$ cat src/rtl/uart_rx_sampler_if.sv
// ---------------------------------------------------------------------------
// uart_rx_sampler_if
//   Bundles the serial line, the byte handshake and the status flags of the
//   UART receiver so the receiver and its consumer share one port.
//
//   uart_rx    serial line, idle high (driven by the line side / consumer)
//   rx_ack     consumer acknowledge, clears rx_valid
//   rx_data    last good byte, LSB received first
//   rx_valid   rx_data holds an unconsumed byte
//   overrun    sticky, a byte completed while the previous was unconsumed
//   frame_err  one-sysclk pulse on a bad stop bit
//   busy       receiver is somewhere other than IDLE
//
//   master : the consumer side (drives line and acknowledge)
//   slave  : the receiver itself
// ---------------------------------------------------------------------------
interface uart_rx_sampler_if;
    logic       uart_rx;
    logic       rx_ack;
    logic [7:0] rx_data;
    logic       rx_valid;
    logic       overrun;
    logic       frame_err;
    logic       busy;

    modport master (
        output uart_rx,
        output rx_ack,
        input  rx_data,
        input  rx_valid,
        input  overrun,
        input  frame_err,
        input  busy
    );

    modport slave (
        input  uart_rx,
        input  rx_ack,
        output rx_data,
        output rx_valid,
        output overrun,
        output frame_err,
        output busy
    );
endinterface

$ cat src/rtl/uart_rx_sampler.sv
// ---------------------------------------------------------------------------
// uart_rx_sampler
//   8N1 UART receiver with 16x oversampling and mid-bit sampling. A falling
//   edge is confirmed at the middle of the start bit (short glitches are
//   dropped), each data bit is sampled one bit time later, and the stop bit
//   is checked at its middle. A low stop bit pulses frame_err and parks the
//   receiver in BREAK until the line returns high, so a held-low line does
//   not retrigger a frame every bit time.
//
//   Ports:
//     sysclk   system clock
//     reset    asynchronous, active-low
//     bus      uart_rx_sampler_if.slave (line, handshake, status flags)
//
//   Parameters:
//     TICK_DIV    sysclk cycles per oversample tick (>= 2)
//     OVERSAMPLE  ticks per bit, even and >= 8
// ---------------------------------------------------------------------------
module uart_rx_sampler #(
    parameter int TICK_DIV   = 326,
    parameter int OVERSAMPLE = 16
) (
    input  logic              sysclk,
    input  logic              reset,
    uart_rx_sampler_if.slave  bus
);

    localparam int DIV_W = $clog2(TICK_DIV);
    localparam int CNT_W = ($clog2(OVERSAMPLE) > 4) ? $clog2(OVERSAMPLE) : 4;

    localparam logic [DIV_W-1:0] DIV_LAST = DIV_W'(TICK_DIV - 1);
    localparam logic [CNT_W-1:0] CNT_MID  = CNT_W'(OVERSAMPLE / 2 - 1);
    localparam logic [CNT_W-1:0] CNT_LAST = CNT_W'(OVERSAMPLE - 1);

    typedef enum logic [2:0] {
        IDLE,
        START,
        DATA,
        STOP,
        BREAK
    } state_e;

    state_e             state_q,     state_d;
    logic [DIV_W-1:0]   div_q,       div_d;
    logic [CNT_W-1:0]   sampleCnt_q, sampleCnt_d;
    logic [2:0]         bitIdx_q,    bitIdx_d;
    logic [7:0]         shift_q,     shift_d;
    logic [7:0]         rxData_q,    rxData_d;
    logic               rxValid_q,   rxValid_d;
    logic               overrun_q,   overrun_d;
    logic               frameErr_q,  frameErr_d;
    logic [1:0]         rxSync_q;

    logic               tick;
    logic               rxs;

    assign tick = (div_q == DIV_LAST);
    assign rxs  = rxSync_q[1];

    // Free-running oversample divider; it never stops, so the tick phase is
    // independent of the line and the start-edge detection jitters by up to
    // one tick.
    always_comb begin
        div_d = tick ? '0 : div_q + DIV_W'(1);
    end

    // Frame sequencing. Every state action is gated by the tick; only the
    // acknowledge is honoured on any sysclk. The counter is cleared whenever
    // a state is entered and after each data sample, so the data and stop
    // samples land a whole bit after the mid-start decision, i.e. mid-bit.
    always_comb begin
        state_d     = state_q;
        sampleCnt_d = sampleCnt_q;
        bitIdx_d    = bitIdx_q;
        shift_d     = shift_q;
        rxData_d    = rxData_q;
        rxValid_d   = rxValid_q;
        overrun_d   = overrun_q;
        frameErr_d  = 1'b0;

        if (bus.rx_ack) begin
            rxValid_d = 1'b0;
        end

        if (tick) begin
            case (state_q)
                IDLE: begin
                    if (!rxs) begin
                        state_d     = START;
                        sampleCnt_d = '0;
                    end
                end

                START: begin
                    if (sampleCnt_q == CNT_MID) begin
                        sampleCnt_d = '0;
                        if (!rxs) begin
                            state_d  = DATA;
                            bitIdx_d = '0;
                        end else begin
                            state_d = IDLE;
                        end
                    end else begin
                        sampleCnt_d = sampleCnt_q + CNT_W'(1);
                    end
                end

                DATA: begin
                    if (sampleCnt_q == CNT_LAST) begin
                        // Shifting in at the MSB leaves the first bit in bit 0.
                        shift_d     = {rxs, shift_q[7:1]};
                        sampleCnt_d = '0;
                        bitIdx_d    = bitIdx_q + 3'd1;
                        if (bitIdx_q == 3'd7) begin
                            state_d = STOP;
                        end
                    end else begin
                        sampleCnt_d = sampleCnt_q + CNT_W'(1);
                    end
                end

                STOP: begin
                    if (sampleCnt_q == CNT_LAST) begin
                        sampleCnt_d = '0;
                        if (rxs) begin
                            rxData_d  = shift_q;
                            rxValid_d = 1'b1;
                            // An ack landing on the completion cycle consumed
                            // the old byte, so nothing was lost.
                            if (rxValid_q && !bus.rx_ack) begin
                                overrun_d = 1'b1;
                            end
                            state_d = IDLE;
                        end else begin
                            frameErr_d = 1'b1;
                            state_d    = BREAK;
                        end
                    end else begin
                        sampleCnt_d = sampleCnt_q + CNT_W'(1);
                    end
                end

                BREAK: begin
                    if (rxs) begin
                        state_d     = IDLE;
                        sampleCnt_d = '0;
                    end
                end

                default: begin
                    state_d     = IDLE;
                    sampleCnt_d = '0;
                end
            endcase
        end
    end

    // State registers plus the two-flop line synchronizer, which resets to
    // the idle (high) level so reset release never looks like a start bit.
    always_ff @(posedge sysclk or negedge reset) begin
        if (!reset) begin
            state_q     <= IDLE;
            div_q       <= '0;
            sampleCnt_q <= '0;
            bitIdx_q    <= '0;
            shift_q     <= '0;
            rxData_q    <= '0;
            rxValid_q   <= 1'b0;
            overrun_q   <= 1'b0;
            frameErr_q  <= 1'b0;
            rxSync_q    <= 2'b11;
        end else begin
            state_q     <= state_d;
            div_q       <= div_d;
            sampleCnt_q <= sampleCnt_d;
            bitIdx_q    <= bitIdx_d;
            shift_q     <= shift_d;
            rxData_q    <= rxData_d;
            rxValid_q   <= rxValid_d;
            overrun_q   <= overrun_d;
            frameErr_q  <= frameErr_d;
            rxSync_q    <= {rxSync_q[0], bus.uart_rx};
        end
    end

    assign bus.rx_data   = rxData_q;
    assign bus.rx_valid  = rxValid_q;
    assign bus.overrun   = overrun_q;
    assign bus.frame_err = frameErr_q;
    assign bus.busy      = (state_q != IDLE);

endmodule

$ cat src/flat_wrapper.sv
// flat-port wrapper written by rule: the top's interface ports become plain ports
module uart_rx_sampler_flat 
#(
    parameter int TICK_DIV   = 326,
    parameter int OVERSAMPLE = 16
)
  (sysclk, reset, bus_uart_rx, bus_rx_ack, bus_rx_data, bus_rx_valid, bus_overrun, bus_frame_err, bus_busy);
  uart_rx_sampler_if bus_i ();
  input  logic sysclk;
  input  logic reset;
  input wire logic [$bits(bus_i.uart_rx)-1:0] bus_uart_rx;
  input wire logic [$bits(bus_i.rx_ack)-1:0] bus_rx_ack;
  output wire logic [$bits(bus_i.rx_data)-1:0] bus_rx_data;
  output wire logic [$bits(bus_i.rx_valid)-1:0] bus_rx_valid;
  output wire logic [$bits(bus_i.overrun)-1:0] bus_overrun;
  output wire logic [$bits(bus_i.frame_err)-1:0] bus_frame_err;
  output wire logic [$bits(bus_i.busy)-1:0] bus_busy;
  assign bus_i.uart_rx = bus_uart_rx;
  assign bus_i.rx_ack = bus_rx_ack;
  assign bus_rx_data = bus_i.rx_data;
  assign bus_rx_valid = bus_i.rx_valid;
  assign bus_overrun = bus_i.overrun;
  assign bus_frame_err = bus_i.frame_err;
  assign bus_busy = bus_i.busy;
  uart_rx_sampler #(.TICK_DIV(TICK_DIV), .OVERSAMPLE(OVERSAMPLE)) u_core (.sysclk(sysclk), .reset(reset), .bus(bus_i));
endmodule
$ cat config.mk
export PLATFORM = sky130hd
export DESIGN_NAME = uart_rx_sampler_flat
export DESIGN_NICKNAME = d
export VERILOG_FILES = /design/src/rtl/uart_rx_sampler_if.sv /design/src/rtl/uart_rx_sampler.sv /design/src/flat_wrapper.sv
export SDC_FILE = /design/constraint.sdc
export NUM_CORES = 1
export LEC_CHECK = 0
export CAP_MARGIN = 15
export CORE_ASPECT_RATIO = 2
export CORE_UTILIZATION = 35
export CTS_CLUSTER_DIAMETER = 80
export DETAILED_ROUTE_END_ITERATION = 8
export SLEW_MARGIN = 20
export SYNTH_ARGS = -nofsm -noshare
export SYNTH_HDL_FRONTEND = slang
export SYNTH_SLANG_ARGS = --single-unit
$ cat constraint.sdc
create_clock -name sysclk -period 3.3 [get_ports sysclk]
set_input_delay 0.33 -clock sysclk [delete_from_list [all_inputs] [get_ports sysclk]]
set_output_delay 0.33 -clock sysclk [all_outputs]
set_load 0.05 [all_outputs]
==> flow_summary.toml <==
[synth]
syn_area_mm2 = 0.00183
synthesis.nets = 153
netlist.area_leader.share_pct = 51.8
synth_edf_count = 0
syn_avg_cell_area_um2 = 12.7
ys_types = 39
yosysMostFrequentCell = "dfrtp_1"
yosysTopAreaCell = "dfrtp_1"
yosysWarningCount = 0
ys_seq_elements = 40
yosysSeqAreaShare_pct = 54.7
synthTopCellsByCount = "dfrtp_1 (38), mux2_2 (14), nor2_1 (11)"
async_flop_share_pct = 100
syn_inst = 144
synth_flop_cell = "dfrtp_1"
synthTopCellsByArea = "dfrtp_1 (52%), mux2_2 (8.6%), mux2_4 (4.9%)"

[clocking]
clk_latency_ns = 0.29
cts_setup_buffers = 0
clock_path_buffers = 2
ctsResizeCount = 0
cts.sinks = 40
clockRootBuffer = "clkbuf_8"
cts_tree = "done"
cts_buffers = 5
cts_htree_levels = 2
hold_buffers = 0
cts.reportedPaths.clkPinSlew_ns = 0.08

[timing]
hold_viol_final = 0
relSlewSlack_pct = 40.5
setup_viol = 0
clock-skew-final_ns = 0.00591
rsz0062_at_grt = "no"
min_period_ns = 2.28
tns_ns = 0
drv_slew = 0
fmax_ghz = 0.439
fin_crit_sh_pct = 69.1
worst_slew_pin_slew_ns = 0.892

[die]
start_util_pct = 36.0
io-pin-count = 16
core_area_mm2 = 0.00509
rows = 37
die_x_um = 53.2
die_y_um = 104
die_area_mm2 = 0.00555

[critical_path]
worst_setup_path_end_kind = "output port"
rr_startpoint = "u_core.div_q[1]"
cp.depth = 2
path_delay_family = "buffers and inverters"
path_buf_inv = 1
worst-r2r-cell-count = 6
crit_chain = "or3_1, clkdlybuf4s50_1"
arrival_ns = 1.95
rrSetupSlack_ns = 1.23
required_ns = 2.97
setup.worst_path.class = "register to output port"
crit_slowest_cell = "clkdlybuf4s50_1"
r2r-end = "u_core.bus.rx_data[7]"
cp_max_fo = 14
slowest_delay_ns = 0.71
cp-start-kind = "register"

[routing]
dr_total_vias = 1148
drtPass1Iterations = 4
wire_per_inst_um = 14.7
drt_iter0_drc = 20
drcViolationCount = 0
ant_nets = 0
vias_per_cell = 5.24
wirelength_um = 3230

[power]
peakVddDrop_mv = 0.260
p_leak_uw = 0.00101
power.density_mw_per_mm2 = 423

[status]
status = "finished clean"

[finish]
area_growth_pct = 16.1
multi_input_area_um2 = 793
regArea_mm2 = 0.00100
drive_gt1_share_pct = 25.5
fill_cells = 493
nets = 169
final_area_mm2 = 0.00213
antenna_cells = 0

[global_routing]
grt_usage_pct = 13.8
antenna_found_initial = 0
grt_pass1_vias = 1221
grt-ovfl-total = 0
grt_max_degree = 41
grt_pass1_wl_um = 5610

[run]
maxCapViolations = 0

[placement]
placed_area_mm2 = 0.00202
port_buffers = 15
gp_congestion = 0.787
dp_hpwl_um = 2290

[worst_hold_path]
min_path_type = "input port to asynchronous set/reset pin"
==> final cells by class <==
type / count / area share [%]
inverters: 1 / 0.176
multi-input cells: 97 / 37.3
flip-flops and latches: 40 / 47.1
well taps: 58 / 3.41
repair buffers: 15 / 6.82
clock inverters: 3 / 2.00
clock buffers: 5 / 3.23
==> cell usage in the layout (no fill, tap or decap), types with 2 or more instances in the layout <==
master / synthesis / layout
a21oi_1: 2 / 2
mux2_4: 6 / 6
or2_2: 2 / 2
nand3_1: 6 / 6
nand4_1: 2 / 2
or3b_2: 2 / 2
xnor2_1: 5 / 5
dfstp_2: 2 / 2
ha_1: 5 / 5
mux2_2: 14 / 14
a21o_1: 2 / 2
and3_1: 3 / 3
o21ai_0: 4 / 4
dfrtp_1: 38 / 38
nand2_1: 6 / 6
and4bb_2: 2 / 2
clkbuf_8: 0 / 5
nor2_1: 11 / 11
a22o_1: 3 / 3
clkdlybuf4s50_1: 0 / 14
nand2b_1: 4 / 4
xor2_1: 3 / 3
==> state kept, by name, indices dropped and copies added, names as in the netlist <==
signal / count
u_core.sampleCnt_q: 4
u_core.shift_q: 8
u_core.bus.frame_err: 1
u_core.rxSync_q: 2
u_core.state_q: 3
u_core.div_q: 9
u_core.bus.overrun: 1
u_core.bitIdx_q: 3
u_core.bus.rx_valid: 1
u_core.bus.rx_data: 8
==> logic make-up (layout without fill, tap and decap cells) <==
| logic type | Yosys count | in the layout | synth area share, % |
|---|---|---|---|
| muxes | 20 | 20 | 13.5 |
| buffers and inverters | 7 | 24 | 2.05 |
| DFF | 40 | 40 | 54.7 |
| xor gates and xnor gates | 8 | 8 | 3.82 |
| AOI/OAI and AO/OA | 16 | 16 | 6.21 |
| and+or+nand+nor | 48 | 48 | 16.3 |
| adders and majority gates | 5 | 5 | 3.41 |
==> where the power goes <==
group          internal (uW)  switching, uW
Clock                    224            171
Combinational           3.47           10.0
Sequential               492           1.22
Total                    719            182
==> worst reg2reg max path: cells and delay by family, from the launching register on <==
family,cells,cell delay [ns]
adders and majority gates,1,0.13
buffers and inverters,1,0.06
DFF,1,0.39
muxes,1,0.40
and+or+nand+nor,3,0.97
==> per-layer routing <==
metal | GRT usage [%] | vias up | wire [um]
li1 | - | 541 | -
met5 | 0 | - | 0
met1 | 15.2 | 590 | 1300
met4 | 6.20 | 0 | 53
met2 | 23.5 | 13 | 1790
met3 | 3.51 | 4 | 79
==> stage by stage <==
stage / setup slack (ns) / total power [uW] / hold slack [ns] / util, % / std cells
floorplan: 1.37 / 504 / 0.0344 / - / 144
global placement: 1.24 / 517 / 0.347 / 39.6 / 211
detailed placement: 1.21 / 517 / 0.353 / 39.6 / 211
CTS: 1.00 / 919 / 0.190 / 41.8 / 219
global route: 0.950 / 945 / 0.220 / 41.8 / 219
finish: 1.02 / 901 / 0.158 / 41.8 / 219
==> how the worst max path moves through the flow <==
stage                      start                     to  slack (ns)
2_1_floorplan    u_core.div_q[1]      u_core.shift_q[0]        1.37
3_3_place_gp     u_core.div_q[1]  u_core.bus.rx_data[6]        1.24
3_5_place_dp     u_core.div_q[1]  u_core.bus.rx_data[1]        1.21
4_1_cts        u_core.state_q[0]               bus_busy        1.00
5_1_grt        u_core.state_q[0]               bus_busy        0.95
6_report       u_core.state_q[0]               bus_busy        1.02
Power figures use the tool's default switching activity.
